--- config.mk ---
export PLATFORM = sky130hd
export DESIGN_NAME = branch_resolver_flat
export DESIGN_NICKNAME = d
export VERILOG_FILES = /design/src/rtl/branch_resolver_if.sv /design/src/rtl/branch_resolver.sv /design/src/flat_wrapper.sv
export SDC_FILE = /design/constraint.sdc
export NUM_CORES = 1
export LEC_CHECK = 0
export BUFFER_PORTS_ARGS = -buffer_cell sky130_fd_sc_hd__clkbuf_2
export CAP_MARGIN = 20
export CORE_UTILIZATION = 51
export CTS_CLUSTER_DIAMETER = 50
export CTS_CLUSTER_SIZE = 20
export DETAILED_ROUTE_END_ITERATION = 16
export HOLD_SLACK_MARGIN = 0.02
export PLACE_DENSITY_LB_ADDON = 0.15
export SKIP_LAST_GASP = 1
export SYNTH_ARGS = -nofsm -noshare
export SYNTH_HDL_FRONTEND = slang
export SYNTH_SLANG_ARGS = --single-unit
--- constraint.sdc ---
create_clock -name clk_i -period 2.9 [get_ports clk_i]
set_input_delay 0.145 -clock clk_i [delete_from_list [all_inputs] [get_ports clk_i]]
set_output_delay 0.145 -clock clk_i [all_outputs]
set_load 0.005 [all_outputs]
--- src/rtl/branch_resolver_if.sv ---
// rtl/branch_resolver_if.sv - request/response bundle between ALU flags, branch resolver and PC-update logic
interface branch_resolver_if #(
    parameter int DATA_WIDTH = 32,
    parameter int FLAG_SIZE  = 4
);
    logic                  start_i;
    logic [FLAG_SIZE-1:0]  flags_i;
    logic [2:0]            funct3_i;
    logic [DATA_WIDTH-1:0] pc_i;
    logic [DATA_WIDTH-1:0] imm_i;
    logic                  ready_i;
    logic                  valid_o;
    logic                  taken_o;
    logic [DATA_WIDTH-1:0] next_pc_o;
    logic                  illegal_o;
    logic                  misalign_o;
    logic                  busy_o;

    modport master (
        output start_i, flags_i, funct3_i, pc_i, imm_i, ready_i,
        input  valid_o, taken_o, next_pc_o, illegal_o, misalign_o, busy_o
    );

    modport slave (
        input  start_i, flags_i, funct3_i, pc_i, imm_i, ready_i,
        output valid_o, taken_o, next_pc_o, illegal_o, misalign_o, busy_o
    );
endinterface

--- src/rtl/branch_resolver.sv ---
// rtl/branch_resolver.sv - resolves a conditional branch from SubOp flags and presents the next PC
module branch_resolver #(
    parameter int DATA_WIDTH = 32,
    parameter int FLAG_SIZE  = 4
) (
    input  logic               clk_i,
    input  logic               reset_i,
    branch_resolver_if.slave   bus
);
    typedef enum logic [1:0] {IDLE, EVAL, PRESENT} state_t;

    state_t state, state_d;
    logic   load, eval, clear;

    logic [FLAG_SIZE-1:0]  flags_q;
    logic [2:0]            funct3_q;
    logic [DATA_WIDTH-1:0] pc_q;
    logic [DATA_WIDTH-1:0] imm_q;

    logic                  valid_q;
    logic                  taken_q;
    logic [DATA_WIDTH-1:0] next_pc_q;
    logic                  illegal_q;
    logic                  misalign_q;

    logic                  cond;
    logic                  bad_funct3;
    logic [DATA_WIDTH-1:0] target;
    logic [DATA_WIDTH-1:0] seq_pc;

    // Flag layout is {V,N,C,Z}; C is the borrow, so it means rs1 < rs2 unsigned.
    wire flag_v = flags_q[3];
    wire flag_n = flags_q[2];
    wire flag_c = flags_q[1];
    wire flag_z = flags_q[0];

    // Target keeps bit 0 cleared; bit 1 is left intact so misalignment can be reported.
    assign target = (pc_q + imm_q) & ~{{(DATA_WIDTH-1){1'b0}}, 1'b1};
    assign seq_pc = pc_q + DATA_WIDTH'(4);

    // Branch condition decode; the two unused funct3 codes resolve as not-taken and flag illegal.
    always_comb begin
        cond       = 1'b0;
        bad_funct3 = 1'b0;
        case (funct3_q)
            3'b000:  cond = flag_z;
            3'b001:  cond = !flag_z;
            3'b100:  cond = flag_n ^ flag_v;
            3'b101:  cond = !(flag_n ^ flag_v);
            3'b110:  cond = flag_c;
            3'b111:  cond = !flag_c;
            default: bad_funct3 = 1'b1;
        endcase
    end

    // State register.
    always_ff @(posedge clk_i or posedge reset_i) begin
        if (reset_i) state <= IDLE;
        else         state <= state_d;
    end

    // Next-state and control strobes; start is only honoured from IDLE, so no queueing.
    always_comb begin
        state_d = state;
        load    = 1'b0;
        eval    = 1'b0;
        clear   = 1'b0;
        case (state)
            IDLE: begin
                if (bus.start_i) begin
                    load    = 1'b1;
                    state_d = EVAL;
                end
            end
            EVAL: begin
                eval    = 1'b1;
                state_d = PRESENT;
            end
            PRESENT: begin
                if (bus.ready_i) begin
                    clear   = 1'b1;
                    state_d = IDLE;
                end
            end
            default: state_d = IDLE;
        endcase
    end

    // Operand capture at start, result registration in EVAL, result clear on handshake.
    always_ff @(posedge clk_i or posedge reset_i) begin
        if (reset_i) begin
            flags_q    <= '0;
            funct3_q   <= '0;
            pc_q       <= '0;
            imm_q      <= '0;
            valid_q    <= 1'b0;
            taken_q    <= 1'b0;
            next_pc_q  <= '0;
            illegal_q  <= 1'b0;
            misalign_q <= 1'b0;
        end else begin
            if (load) begin
                flags_q  <= bus.flags_i;
                funct3_q <= bus.funct3_i;
                pc_q     <= bus.pc_i;
                imm_q    <= bus.imm_i;
            end
            if (eval) begin
                valid_q    <= 1'b1;
                taken_q    <= cond;
                next_pc_q  <= cond ? target : seq_pc;
                illegal_q  <= bad_funct3;
                misalign_q <= cond & target[1];
            end
            if (clear) begin
                valid_q    <= 1'b0;
                taken_q    <= 1'b0;
                next_pc_q  <= '0;
                illegal_q  <= 1'b0;
                misalign_q <= 1'b0;
            end
        end
    end

    assign bus.valid_o    = valid_q;
    assign bus.taken_o    = taken_q;
    assign bus.next_pc_o  = next_pc_q;
    assign bus.illegal_o  = illegal_q;
    assign bus.misalign_o = misalign_q;
    assign bus.busy_o     = (state != IDLE);
endmodule
--- src/flat_wrapper.sv ---
// flat-port wrapper written by rule: the top's interface ports become plain ports
module branch_resolver_flat 
#(
    parameter int DATA_WIDTH = 32,
    parameter int FLAG_SIZE  = 4
)
  (clk_i, reset_i, bus_start_i, bus_flags_i, bus_funct3_i, bus_pc_i, bus_imm_i, bus_ready_i, bus_valid_o, bus_taken_o, bus_next_pc_o, bus_illegal_o, bus_misalign_o, bus_busy_o);
  branch_resolver_if #(.DATA_WIDTH(DATA_WIDTH), .FLAG_SIZE(FLAG_SIZE)) bus_i ();
  input  logic clk_i;
  input  logic reset_i;
  input wire logic [$bits(bus_i.start_i)-1:0] bus_start_i;
  input wire logic [$bits(bus_i.flags_i)-1:0] bus_flags_i;
  input wire logic [$bits(bus_i.funct3_i)-1:0] bus_funct3_i;
  input wire logic [$bits(bus_i.pc_i)-1:0] bus_pc_i;
  input wire logic [$bits(bus_i.imm_i)-1:0] bus_imm_i;
  input wire logic [$bits(bus_i.ready_i)-1:0] bus_ready_i;
  output wire logic [$bits(bus_i.valid_o)-1:0] bus_valid_o;
  output wire logic [$bits(bus_i.taken_o)-1:0] bus_taken_o;
  output wire logic [$bits(bus_i.next_pc_o)-1:0] bus_next_pc_o;
  output wire logic [$bits(bus_i.illegal_o)-1:0] bus_illegal_o;
  output wire logic [$bits(bus_i.misalign_o)-1:0] bus_misalign_o;
  output wire logic [$bits(bus_i.busy_o)-1:0] bus_busy_o;
  assign bus_i.start_i = bus_start_i;
  assign bus_i.flags_i = bus_flags_i;
  assign bus_i.funct3_i = bus_funct3_i;
  assign bus_i.pc_i = bus_pc_i;
  assign bus_i.imm_i = bus_imm_i;
  assign bus_i.ready_i = bus_ready_i;
  assign bus_valid_o = bus_i.valid_o;
  assign bus_taken_o = bus_i.taken_o;
  assign bus_next_pc_o = bus_i.next_pc_o;
  assign bus_illegal_o = bus_i.illegal_o;
  assign bus_misalign_o = bus_i.misalign_o;
  assign bus_busy_o = bus_i.busy_o;
  branch_resolver #(.DATA_WIDTH(DATA_WIDTH), .FLAG_SIZE(FLAG_SIZE)) u_core (.clk_i(clk_i), .reset_i(reset_i), .bus(bus_i));
endmodule
==> run_results.csv <==
group,metric,value,unit
yosys,synth_top_family_by_area,"compound AO/OA/AOI/OAI gates",
yosys,synth_cell_types,60,
yosys,synth_xor_area_share,7.338,%
timing,holdWs,24.73,ps
timing,max_slew.worst_pin.slew,939.6,ps
layout,antenna_cells,0,
cts,cts_max_path_buffers,2,
setup_path,endpoint_kind,"flop",
setup_path,critPathLaunch,"u_core.imm_q[1]",
timing,fin_crit_sh,96.08,%
placed_design,io_buffers,111,
yosys,yosys_warnings,0,
timing,finalHoldViolations,0,
yosys,syn-instance-count,620,
placed_design,hpwl,11.76,mm
timing,rsz0062_at_grt,"false",
yosys,yosysTopAreaCell,"dfrtp_1",
floorplan,die_w,114.4,um
setup_path,max_stage_delay,460,ps
routing,antenna_violating_nets_post_route,0,
timing,clock_skew,7.831,ps
routing,drc,0,
cts,cts_tree,"done",
setup_path,slowest_stage,"fa_1",
flow_run,max_cap_violations,0,
layout,fin_nets,893,
routing,vias,5388,
yosys,yosys.area_share.simple,12.04,%
routing,met2WireLength,8.123,mm
timing,setup_violations,0,
setup_path,crit_path_end,"u_core.bus.next_pc_o[26]",
floorplan,rows,40,
floorplan,die_h,114.4,um
timing,tns,0,ps
floorplan,ioPinCount,112,
routing,routed_via_density,5.618,
yosys,ys_seq_elements,109,
global_routing,grt.total_usage,26.01,%
setup_path,crit_required,3200,ps
pwr,p_int,6.002,mW
setup_path,reg2reg_depth,10,
yosys,synthAdderAreaFrac,6.329,%
cts,cts-htree-levels,3,
yosys,synth.area.top_cells,"dfrtp_1 42%, mux2_2 12%, ha_1 6.0%",
floorplan,core,0.01216,mm^2
pwr,p_seq_share,27.3,%
pwr,power_frac_comb,60.7,%
global_routing,grt_overflow,0,
placed_design,gp_congestion,0.9022,
global_routing,grt_max_degree,77,
routing,wl_per_cell,16.97,um
pwr,switching_share,44.45,%
yosys,netlist_area,0.006445,mm^2
yosys,syn_nets,727,
setup_path,worst_ep_arrival_time,3090,ps
layout,synthToLayoutAreaGrowth,25.24,%
routing,wl_met3,793,um
routing,dr.max_layer_used,"met4",
cts,clock-root-buffer,"clkbuf_16",
cts,clk_latency,360,ps
cts,cts_made_buffers,9,
routing,wirelength_met1,7.144,mm
placed_design,dp_slack,160.9,ps
global_routing,first_global_vias,5302,
yosys,synth_top_area_share,42.32,%
setup_path,rr_startpoint,"u_core.imm_q[1]",
timing,setup_ws,113.7,ps
cts,clock-sinks,109,
routing,first_iter_violations,361,
min_path,hp-class,"in2reg",
yosys,synth_flop_cell,"dfrtp_1",
setup_path,cp-start-kind,"flop",
yosys,synthMuxAreaShare,12.33,%
yosys,synth_seq_area_share,42.32,%
global_routing,grt_pass1_wl,26.20,mm
routing,first_pass_iters,5,
setup_path,r2r_end,"u_core.bus.next_pc_o[26]",
setup_path,criticalPathCategory,"reg2reg",
layout,layout-drive-gt1-share,29.08,%
pwr,power_density,1339,mW/mm^2
timing,fin_crit,2786,ps
timing,relSlewSlack,37.23,%
timing,fmax,358.9,MHz
yosys,synth_compound_area_share,16.64,%
setup_path,path_cells,"inv_1 > fa_1 > nand2b_1 > a21oi_1 > o211ai_2 > o211a_1 > o21a_1 > o21ba_2 > nor4_1 > a211o_1",
setup_path,path_max_fanout,5,
yosys,postSynthAreaPerCell,10.40,um^2
floorplan,start_util,52.99,%
routing,drt-total-wl,16.27,mm
yosys,synth-async-reset-ratio,100.0,%
floorplan,die_area,0.01309,mm^2
yosys,synth_edf_count,0,
run_status,status,"finished, final reports clean",
pwr,clockPowerShare,12.0,%
pwr,p_leak,3.661,nW
pwr,ir_worst_vdd,0.7251,mV
pwr,p_sw,4.802,mW
global_routing,antenna_found_initial,0,
cts,path_clk_slew,80,ps
cts,postCtsSetupBuffers,0,
timing,timing.final.max_slew_violations,0,
setup_path,reg2reg_slack,110,ps
cell usage after synthesis (3+ instances only):
cell / instances
a21o_2: 3
buf_4: 4
ha_1: 31
nand2_1: 53
a221o_1: 4
a211oi_1: 3
nand3_1: 18
clkbuf_1: 17
mux2i_1: 4
inv_1: 16
nor2b_1: 4
or3_1: 3
xor2_1: 30
and4_1: 4
o21a_1: 7
nand2b_1: 5
and3_1: 7
a31oi_1: 4
nor2_1: 31
o21ai_0: 40
xnor2_1: 24
a22oi_1: 8
nor3_1: 10
nand4_1: 10
dfrtp_1: 109
a21oi_1: 32
o21bai_1: 5
nor4_1: 4
mux2_2: 67
o31ai_1: 5
a21o_1: 10
o221ai_1: 10
a22o_1: 4
o211ai_1: 4
cell type report:
cell class | instances | area [um^2]
multi-input cells | 470 | 3536
inverters | 16 | 63.81
clock buffers | 10 | 239.0
fillers | 1026 | 4090
well taps | 168 | 210.2
clock inverters | 6 | 68.82
flip-flops and latches | 109 | 2728
repair buffers | 180 | 1226
registers in the layout (all words and copies together), names as in the netlist:
register,cells
u_core.bus.next_pc_o,32
u_core.imm_q,32
u_core.pc_q,32
u_core.flags_q,4
u_core.funct3_q,3
u_core.state,2
u_core.bus.illegal_o,1
u_core.bus.misalign_o,1
u_core.bus.taken_o,1
u_core.bus.valid_o,1
worst min path at each step:
stage	from	end	slack, ps	depth (start not counted)
after floorplan	bus_ready_i	u_core.state[1]	250	1
after global placement	reset_i	u_core.flags_q[2]	360	2
after detailed placement	reset_i	u_core.flags_q[2]	380	2
after CTS	bus_imm_i[9]	u_core.imm_q[9]	20	2
after global routing	bus_funct3_i[0]	u_core.funct3_q[0]	20	2
final	bus_imm_i[19]	u_core.imm_q[19]	20	2
cells in the final DEF (no fill, tap or decap), types with 5 or more instances in the layout:
master         instances
buf_4                 16
a21oi_1               31
nand4_1               10
o21bai_1               5
mux2_2                67
ha_1                  31
a21o_1                10
nor3_1                10
o21a_1                 7
inv_1                 15
dfrtp_1              109
clkbuf_16              9
nand2_1               53
dlygate4sd3_1         51
and3_1                 7
o221ai_1              10
o31ai_1                5
nor2_1                30
nand2b_1               5
o21ai_0               40
nand3_1               18
xor2_1                30
xnor2_1               24
a22oi_1                8
clkbuf_2             111
power groups by stage:
stage	clock network (mW)	logic [mW]	registers [mW]
2_1_floorplan	0	4.93	2.80
5_1_grt	1.38	7.22	3.04
4_1_cts	1.32	6.53	2.94
3_5_place_dp	0	6.44	2.96
3_3_place_gp	0	6.34	2.93
6_report	1.30	6.56	2.95
logic make-up (layout without fill, tap and decap cells):
logic type | after synthesis | after routing
buf+inv | 41 | 212
mux | 71 | 71
simple gates | 159 | 159
compound gates | 154 | 154
flops | 109 | 109
fa+ha+maj | 32 | 32
xor+xnor | 54 | 54
metal layers:
layer | vias up | global-route usage, %
li1 | 2593 | -
met1 | 2614 | 33.52
met2 | 158 | 44.77
met3 | 23 | 5.717
met4 | 0 | 5.887
met5 | - | 0
stage by stage:
stage                     cell area [um^2]  total power [mW]  cells  utilization (%)
final                                 8071             10.80    959            66.37
after global routing                  8071             11.64    959            66.37
after CTS                             8050             10.78    957            66.19
after detailed placement              7252             9.403    892            59.63
after global placement                7252             9.269    892            59.63
after floorplan                       6449             7.736    620                -
worst max-delay path: cells and delay by family, from the launching register on:
kind / cells / cell delay, ps
fa+ha+maj: 1 / 460
flops: 1 / 360
simple gates: 2 / 470
buf+inv: 1 / 70
compound gates: 6 / 1370
timing repair:
item	CTS	global route
hold buffers	49	2
hold endpoints to repair	88	2
gates resized for setup	0	1
endpoints found under the setup margin	0	1
No activity file was read; power rests on OpenSTA's default activity.
